--- src/rtl/seg_scan_mux_if.sv ---
// Segment scan mux bus: decoded digit patterns in,
// shared segment bus and digit strobes out.
interface seg_scan_mux_if #(
  parameter int DIGITS = 4
);
  logic [7*DIGITS-1:0] seg_in;
  logic [DIGITS-1:0]   dp_in;
  logic [DIGITS-1:0]   digit_en;
  logic [3:0]          brightness;
  logic [DIGITS-1:0]   an_out;
  logic [6:0]          seg_out;
  logic                dp_out;
  logic                frame_tick;

  modport master (
    output seg_in,
    output dp_in,
    output digit_en,
    output brightness,
    input  an_out,
    input  seg_out,
    input  dp_out,
    input  frame_tick
  );

  modport slave (
    input  seg_in,
    input  dp_in,
    input  digit_en,
    input  brightness,
    output an_out,
    output seg_out,
    output dp_out,
    output frame_tick
  );
endinterface

--- src/rtl/seg_scan_mux.sv ---
// Time-multiplexed seven-segment driver with dead time,
// PWM brightness, per-digit blanking and a frame tick.
module seg_scan_mux #(
  parameter int         DIGITS    = 4,
  parameter int         SCAN_DIV  = 50000,
  parameter int         DEAD      = 500,
  parameter logic [6:0] SEG_BLANK = 7'h7F
) (
  input logic           clk,
  input logic           reset,
  seg_scan_mux_if.slave bus
);

  localparam int PW = (SCAN_DIV > 1) ? $clog2(SCAN_DIV) : 1;
  localparam int SW = (DIGITS > 1) ? $clog2(DIGITS) : 1;

  localparam logic [PW-1:0] PRE_LAST = PW'(SCAN_DIV - 1);
  localparam logic [PW-1:0] DEAD_C   = PW'(DEAD);
  localparam logic [SW-1:0] SLOT_LAST = SW'(DIGITS - 1);

  logic [PW-1:0]     pre_cnt_q, pre_cnt_d;
  logic [SW-1:0]     slot_q, slot_d;
  logic [3:0]        pwm_q, pwm_d;
  logic [6:0]        pat_q, pat_d;
  logic              ldp_q, ldp_d;
  logic              len_q, len_d;
  logic [3:0]        bri_q, bri_d;
  logic [DIGITS-1:0] an_q, an_d;
  logic [6:0]        seg_q, seg_d;
  logic              dp_q, dp_d;
  logic              tick_q, tick_d;

  logic [6:0] cur_pat;
  logic       cur_dp;
  logic       cur_en;
  logic       wrap;
  logic       load;
  logic       lit;

  // Counters, slot-start latch and registered output values.
  always_comb begin
    cur_pat = '0;
    cur_dp  = 1'b1;
    cur_en  = 1'b0;
    for (int k = 0; k < DIGITS; k++) begin
      if (slot_q == SW'(k)) begin
        cur_pat = bus.seg_in[7*k +: 7];
        cur_dp  = bus.dp_in[k];
        cur_en  = bus.digit_en[k];
      end
    end

    wrap = (pre_cnt_q == PRE_LAST);
    load = (pre_cnt_q == '0);

    pre_cnt_d = wrap ? '0 : pre_cnt_q + 1'b1;
    slot_d    = slot_q;
    if (wrap) begin
      slot_d = (slot_q == SLOT_LAST) ? '0 : slot_q + 1'b1;
    end
    pwm_d = pwm_q + 4'd1;

    pat_d = load ? cur_pat : pat_q;
    ldp_d = load ? cur_dp : ldp_q;
    len_d = load ? cur_en : len_q;
    bri_d = load ? bus.brightness : bri_q;

    lit = len_q && (pre_cnt_q >= DEAD_C) && (pwm_q <= bri_q);

    for (int k = 0; k < DIGITS; k++) begin
      an_d[k] = !(lit && (slot_q == SW'(k)));
    end
    seg_d  = lit ? pat_q : SEG_BLANK;
    dp_d   = lit ? ldp_q : 1'b1;
    tick_d = load && (slot_q == '0);
  end

  // State update; reset aborts any slot in progress.
  always_ff @(posedge clk) begin
    if (!reset) begin
      pre_cnt_q <= '0;
      slot_q    <= '0;
      pwm_q     <= '0;
      pat_q     <= '0;
      ldp_q     <= 1'b1;
      len_q     <= 1'b0;
      bri_q     <= '0;
      an_q      <= '1;
      seg_q     <= SEG_BLANK;
      dp_q      <= 1'b1;
      tick_q    <= 1'b0;
    end else begin
      pre_cnt_q <= pre_cnt_d;
      slot_q    <= slot_d;
      pwm_q     <= pwm_d;
      pat_q     <= pat_d;
      ldp_q     <= ldp_d;
      len_q     <= len_d;
      bri_q     <= bri_d;
      an_q      <= an_d;
      seg_q     <= seg_d;
      dp_q      <= dp_d;
      tick_q    <= tick_d;
    end
  end

  assign bus.an_out     = an_q;
  assign bus.seg_out    = seg_q;
  assign bus.dp_out     = dp_q;
  assign bus.frame_tick = tick_q;

endmodule

--- src/flat_wrapper.sv ---
// flat-port wrapper written by rule: the top's interface ports become plain ports
module seg_scan_mux_flat 
#(
  parameter int         DIGITS    = 4,
  parameter int         SCAN_DIV  = 50000,
  parameter int         DEAD      = 500,
  parameter logic [6:0] SEG_BLANK = 7'h7F
)
  (clk, reset, bus_seg_in, bus_dp_in, bus_digit_en, bus_brightness, bus_an_out, bus_seg_out, bus_dp_out, bus_frame_tick);
  seg_scan_mux_if #(.DIGITS(DIGITS)) bus_i ();
  input logic clk;
  input logic reset;
  input wire logic [$bits(bus_i.seg_in)-1:0] bus_seg_in;
  input wire logic [$bits(bus_i.dp_in)-1:0] bus_dp_in;
  input wire logic [$bits(bus_i.digit_en)-1:0] bus_digit_en;
  input wire logic [$bits(bus_i.brightness)-1:0] bus_brightness;
  output wire logic [$bits(bus_i.an_out)-1:0] bus_an_out;
  output wire logic [$bits(bus_i.seg_out)-1:0] bus_seg_out;
  output wire logic [$bits(bus_i.dp_out)-1:0] bus_dp_out;
  output wire logic [$bits(bus_i.frame_tick)-1:0] bus_frame_tick;
  assign bus_i.seg_in = bus_seg_in;
  assign bus_i.dp_in = bus_dp_in;
  assign bus_i.digit_en = bus_digit_en;
  assign bus_i.brightness = bus_brightness;
  assign bus_an_out = bus_i.an_out;
  assign bus_seg_out = bus_i.seg_out;
  assign bus_dp_out = bus_i.dp_out;
  assign bus_frame_tick = bus_i.frame_tick;
  seg_scan_mux #(.DIGITS(DIGITS), .SCAN_DIV(SCAN_DIV), .DEAD(DEAD), .SEG_BLANK(SEG_BLANK)) u_core (.clk(clk), .reset(reset), .bus(bus_i));
endmodule
--- config.mk ---
export PLATFORM = sky130hd
export DESIGN_NAME = seg_scan_mux_flat
export DESIGN_NICKNAME = d
export VERILOG_FILES = /design/src/rtl/seg_scan_mux_if.sv /design/src/rtl/seg_scan_mux.sv /design/src/flat_wrapper.sv
export SDC_FILE = /design/constraint.sdc
export NUM_CORES = 1
export LEC_CHECK = 0
export CAP_MARGIN = 20
export CORE_ASPECT_RATIO = 1.75
export CORE_MARGIN = 2
export CORE_UTILIZATION = 45
export CTS_CLUSTER_DIAMETER = 30
export DETAILED_ROUTE_END_ITERATION = 7
export MAX_ROUTING_LAYER = met4
export PLACE_DENSITY_LB_ADDON = 0.2
export SLEW_MARGIN = 20
export SYNTH_ARGS = -nofsm -noshare
export SYNTH_HDL_FRONTEND = slang
export SYNTH_SLANG_ARGS = --single-unit
--- constraint.sdc ---
create_clock -name clk -period 1.8 [get_ports clk]
set_input_delay 0.36 -clock clk [delete_from_list [all_inputs] [get_ports clk]]
set_output_delay 0.36 -clock clk [all_outputs]
set_load 0.05 [all_outputs]
==> key figures, run 1 <==
Status
  – Status: completed

Timing
  – Final Hold Viols: 0
  – RSZ-0062 raised after global routing: yes
  – Setup violators final: 0
  – Worst-Margin Slew: 502 ps
  – Max Clock Skew: about 3.0 ps
  – Final worst path period share: 0.981
  – Pins over their slew limit: 0
  – Slew margin rel.: 0.665
  – Max frequency: roughly 570 MHz
  – Final setup margin: about 35 ps
  – Period minus WS final: 1770 ps

Clock tree
  – Max Buffers Root-to-Sink: 2
  – Clock transition at path regs: roughly 80 ps
  – CTS Hold Buffers Added: 0
  – Clock latency on the worst-skew pair: between 200 and 300 ps
  – H-tree depth: 2
  – Total CTS buffers: 5
  – Sink Count: 48
  – Root Driver: clkbuf_8
  – CTS tree: done

Worst setup path
  – Critical path required time: ~2000 ps
  – CP Launch Type: flop
  – Crit-path slowest cell: or4_4
  – Max incr delay on CP: 500 ps
  – Worst Path Buf+Inv: 0
  – CP delay by family, top: simple AND/OR/NAND/NOR gates
  – Crit Path Max Fanout: 3
  – CP Capture Type: flop
  – CP Cell Sequence: or3_1 > or4_4 > or4_1 > a21boi_1
  – Crit Path Class: reg2reg
  – WP data arrival: between 1500 and 2000 ps

Floorplanning
  – Row count: 34
  – Die width: between 50 and 60 um
  – Die footprint: between 5000 and 6000 um2
  – Io pins: 55
  – Die H: roughly 99 um
  – Core area: ~5000 um2
  – Effective utilization at floorplan: 0.464

Drt
  – First-iteration detailed-routing DRC count: slightly above 100
  – Routed Antenna Nets: 0
  – Routed length per placed instance: ~14 um
  – Via/cell ratio: roughly 5.3
  – Via count: 2045
  – Drt first pass iters: 5
  – # DRC: 0
  – Total Routed Length: around 5400 um

Placement
  – Setup WS pre-CTS: ~12 ps
  – Count of input and output buffers: between 50 and 60
  – Half-perimeter wire length after placement: 4070 um
  – Final Wtd Congestion: around 0.8

Yosys
  – Syn avg cell area: around 8.7 um2
  – Gate Count Post-Synth: 265
  – Mapped Nets: 318
  – Adder-Cell Fraction of Synth Area: 0.0596
  – Area contributors post-synth: dfxtp_1 (42%), ha_1 (6.0%), mux2i_1 (5.6%), xnor2_1 (4.9%), nand2_1 (4.1%)
  – Top-area cell type share of the netlist area: 0.416
  – Largest family of logic cells by synthesized area: simple AND/OR/NAND/NOR gates
  – Post-synth EDFFs: 0
  – Xor/xnor share of the synthesized area: 0.0607
  – Sequential-to-total area share from yosys stat: 0.416
  – Post-Syn Area: 2310 um2
  – Area leader, netlist: dfxtp_1
  – Yosys cell types: 32
  – Complex-gate fraction of the synthesized area: 0.129
  – Post-Synth Simple-Gate Area: 0.225
  – Ys async rst share: 0
  – Cell with the most instances after synthesis: dfxtp_1
  – #FFs+latches synth: 48
  – Post-synth top cells: dfxtp_1 (48), nand2_1 (25), nor2_1 (25)
  – Top_reg_cell synth: dfxtp_1
  – Mux contribution to synthesized area: 0.0563
  – Yosys warns: 0

Cells and area
  – Ant. Diodes: 0
  – Area Growth Syn to Fin: 35.1%
  – Final design utilization: 0.627
  – Filler cells: about 450
  – Layout cells sized above 1: 0.127
  – Nets: roughly 380

Global route
  – GRT Util Overall: 0.203
  – Global-route congestion overflow total: 0
  – Initial antenna violation count: 0
  – Number of global-route vias before repair: approximately 2000
  – Largest net degree at the start of global routing: 35
  – First-pass GRT wire length: approximately 8900 um

Flow run
  – # Max-Cap Violations: 0

Power
  – Static Leak: between 1 and 1.5 nW
  – Max IR drop VDD: approximately 580 uV
  – PwrDens: about 680 nW/um2
  – Overall Power: between 2 and 2.5 mW

Min path
  – Hold Crit Class: reg2reg
## per-stage QoR
step	std cells	setup TNS, ps	area [um2]	hold WS (ps)
final	386	0	3120	462
after global routing	386	-108	3120	481
after CTS	384	0	3100	463
after detailed placement	376	0	3000	444
after global placement	376	0	3000	440
after floorplan	265	0	2310	432
## layer usage
layer | GRT usage | share of wire | vias up
li1 | - | - | 1055
met1 | 0.226 | 0.41 | 934
met2 | 0.355 | 0.53 | 51
met3 | 0.0407 | 0.050 | 5
met4 | 0.0644 | 0.010 | 0
met5 | - | 0 | -
## repair_timing
action,4_1_cts,5_1_grt
endpoints found under the setup margin,1,11
gates resized for setup,2,3
pin swaps,1,2
buffers inserted,0,2
## worst paths after layout
check | from | to | slack [ps] | cells past startpoint
hold / removal | u_core.bri_q[2]$_SDFFE_PN0P_ | u_core.bri_q[2]$_SDFFE_PN0P_ | 460 | 2
hold reg to reg | u_core.bri_q[2]$_SDFFE_PN0P_ | u_core.bri_q[2]$_SDFFE_PN0P_ | 460 | 2
setup / recovery | u_core.pre_cnt_q[7]$_SDFF_PP0_ | u_core.slot_q[0]$_SDFFE_PN0P_ | 30 | 4
setup reg to reg | u_core.pre_cnt_q[7]$_SDFF_PP0_ | u_core.slot_q[0]$_SDFFE_PN0P_ | 30 | 4
## worst reg2reg max path, stage by stage (launching register included)
cell	delay (ps)
dfxtp_1	320
or3_1	360
or4_4	500
or4_1	400
a21boi_1	120
## state kept, by name, summed over array words and instances (netlist names)
name	flops
u_core.bus.an_out	4
u_core.pre_cnt_q	16
u_core.len_q	1
u_core.bus.seg_out	7
u_core.bus.frame_tick	1
u_core.slot_q	2
u_core.pat_q	7
u_core.bri_q	4
u_core.pwm_q	4
u_core.ldp_q	1
u_core.bus.dp_out	1
## logic make-up (layout without fill, tap and decap cells)
logic type      Yosys count  count (layout)
buf+inv                  32              99
fa+ha+maj                11              11
xor+xnor                 16              16
flops                    48              48
simple gates            105             105
mux                      13              13
compound gates           40              40
## cell type report
| type | count | area (um2) | share of cell area |
|---|---|---|---|
| Inverter | 17 | 63.8 | 0.0204 |
| Timing Repair Buffer | 74 | 701 | 0.225 |
| Clock buffer | 8 | 90.1 | 0.0289 |
| Sequential cell | 48 | 962 | 0.308 |
| Tap cell | 54 | 67.6 | 0.0217 |
| Multi-Input combinational cell | 185 | 1240 | 0.396 |
## power by group
part,leakage (nW),switching (mW),internal [mW],total (mW)
sequential,0.392,0.0280,1.11,1.13
clock,0.0455,0.323,0.313,0.636
combinational,0.772,0.158,0.191,0.349
## layout by cell type, fill, tap and decap left out, types with 5 or more instances in the layout
cell type         n
nand2b_1          8
o2111ai_1         7
nor3_1           14
nand2_1          25
nor4_1            6
ha_1             10
clkdlybuf4s50_1  44
nand3_1           6
nor2_1           25
dfxtp_1          47
inv_1            17
and2_1            5
mux2i_1          13
o211ai_1          6
a221o_1           7
buf_4            26
nand4_1           5
xnor2_1          13
o21ai_0          10
clkbuf_8          6
No activity file was read; power rests on OpenSTA's default activity.
==> run 2, diff against run 1 <==
- MAX_ROUTING_LAYER: met4 -> default
==> key figures, run 2 (synthesis results as in run 1) <==
Clock tree
  – Clock latency on the worst-skew pair: 290 ps
  – Sink Count: 48
  – Max Buffers Root-to-Sink: 2
  – CTS tree: done
  – Root Driver: clkbuf_8
  – H-tree depth: 2
  – Clock transition at path regs: ~80 ps
  – Total CTS buffers: 5
  – CTS Hold Buffers Added: 0

Timing
  – Period minus WS final: approximately 1800 ps
  – RSZ-0062 raised after global routing: yes
  – Slew margin rel.: 0.665
  – Final worst path period share: 0.980
  – Max Clock Skew: about 2.7 ps
  – Worst-Margin Slew: ~500 ps
  – Pins over their slew limit: 0
  – Final Hold Viols: 0
  – Setup violators final: 0
  – Max frequency: about 570 MHz
  – Final setup margin: 35.5 ps

Cells and area
  – Biggest register: u_core.pre_cnt_q
  – Design area: roughly 3100 um2
  – Filler cells: 454
  – Nets: 384
  – FF/Latch Area: just under 1000 um2
  – Area Growth Syn to Fin: 35.1%
  – Largest register FFs: 16
  – Most common cell after layout, fill and taps aside: dfxtp_1
  – Ant. Diodes: 0
  – Area of the multi-input gates: approximately 1200 um2
  – Layout cells sized above 1: 0.127
  – Commonest non-fill, non-tap cells in the layout: dfxtp_1 (47), clkdlybuf4s50_1 (44), buf_4 (26)

Floorplanning
  – Die H: around 100 um
  – Row count: 34
  – Core area: 4980 um2
  – Die width: approximately 58 um
  – Die footprint: around 5700 um2
  – Io pins: 55
  – Effective utilization at floorplan: 0.464

Global route
  – Initial antenna violation count: 0
  – GRT Util Overall: 0.197
  – Number of global-route vias before repair: between 1500 and 2000
  – M1 GR Usage: 0.224
  – Met2 Use GR: 0.355
  – First-pass GRT wire length: ~8900 um
  – M3 GR Usage: 0.0433
  – GRT Max-Usage Layer: met2
  – Largest net degree at the start of global routing: 35
  – Global-route congestion overflow total: 0

Placement
  – DP Area: around 3000 um2
  – Half-perimeter wire length after placement: just over 4000 um
  – Final Wtd Congestion: 0.791
  – Count of input and output buffers: 54
  – Setup WS pre-CTS: between 10 and 15 ps

Status
  – Status: completed

Power
  – Max IR drop VDD: about 580 uV
  – PwrDens: approximately 680 nW/um2
  – Overall Power: 2.12 mW
  – Static Leak: 1.21 nW

Drt
  – Via count: 2034
  – # DRC: 0
  – Routed Antenna Nets: 0
  – Drt first pass iters: 4
  – First-iteration detailed-routing DRC count: 91
  – Routed length per placed instance: ~14 um
  – Via/cell ratio: roughly 5.3
  – Total Routed Length: between 5000 and 6000 um

Worst setup path
  – Crit Path Class: reg2reg
  – Crit Reg-Reg Endpoint: u_core.slot_q[0]$_SDFFE_PN0P_
  – Crit Path Max Fanout: 3
  – Critical path required time: about 2000 ps
  – Worst r2r src: u_core.pre_cnt_q[7]$_SDFF_PP0_
  – WP data arrival: 1990 ps
  – R2r setup slk: between 30 and 40 ps
  – CP Launch Type: flop
  – CP Cell Sequence: or3_1 > or4_4 > or4_1 > a21boi_1
  – CP Launch Point: u_core.pre_cnt_q[7]$_SDFF_PP0_
  – Cell count of the worst reg-to-reg path: 4
  – Crit-path slowest cell: or4_4
  – CP Capture Type: flop
  – Worst Setup EP: u_core.slot_q[0]$_SDFFE_PN0P_
  – Max incr delay on CP: about 500 ps

Min path
  – Hold Crit Class: reg2reg

Flow run
  – # Max-Cap Violations: 0
-- run 2: cell counts in the layout (fill, tap and decap cells not counted) --
Identical to the previous run, type by type.
-- run 2: per-stage QoR --
stage / instances / hold slack [ps] / utilization / TNS (ps)
5_1_grt: 386 / 481 / 0.627 / -108
4_1_cts: 384 / 463 / 0.622 / 0
3_3_place_gp: 376 / 440 / 0.604 / 0
6_report: 386 / 462 / 0.627 / 0
3_5_place_dp: 376 / 444 / 0.604 / 0
2_1_floorplan: 265 / 432 / - / 0
-- run 2: power breakdown --
group | internal, mW | leakage (nW) | switching (mW)
clock network | 0.313 | 0.0455 | 0.323
registers | 1.11 | 0.392 | 0.0279
logic | 0.191 | 0.772 | 0.156
total | 1.61 | 1.21 | 0.507
-- run 2: cell type report --
cell class | instances | share of cell area
inverters | 17 | 0.0204
flip-flops and latches | 48 | 0.308
multi-input cells | 185 | 0.396
repair buffers | 74 | 0.225
clock buffers | 8 | 0.0289
well taps | 54 | 0.0217
-- run 2: worst min path at each step --
stage | from | cells after the start | endpoint | slack, ps
after floorplan | u_core.pat_q[0]$_SDFFE_PN0P_ | 2 | u_core.bus.seg_out[0]$_SDFF_PN1_ | 430
after global placement | u_core.pat_q[5]$_SDFFE_PN0P_ | 2 | u_core.bus.seg_out[5]$_SDFF_PN1_ | 440
after detailed placement | u_core.pat_q[0]$_SDFFE_PN0P_ | 2 | u_core.bus.seg_out[0]$_SDFF_PN1_ | 440
after CTS | u_core.bri_q[2]$_SDFFE_PN0P_ | 2 | u_core.bri_q[2]$_SDFFE_PN0P_ | 460
after global routing | u_core.pat_q[0]$_SDFFE_PN0P_ | 2 | u_core.pat_q[0]$_SDFFE_PN0P_ | 480
final | u_core.bri_q[2]$_SDFFE_PN0P_ | 2 | u_core.bri_q[2]$_SDFFE_PN0P_ | 460
-- run 2: layer usage --
metal	wire, um	up-vias	share of wire
met5	0	-	0
met4	55	0	0.010
met3	280	5	0.052
met2	2860	51	0.54
met1	2140	926	0.40
li1	-	1052	-
-- run 2: timing repair --
action / in CTS / in global routing
endpoints found under the setup margin: 1 / 11
gates resized for setup: 2 / 3
pin swaps: 1 / 2
setup buffers: 0 / 2
-- run 2: worst max-delay path, delay by kind of cell (launching register included) --
kind / cells / cell delay [ps]
AO/OA/AOI/OAI: 1 / 120
flip-flops: 1 / 320
AND/OR/NAND/NOR: 3 / 1260
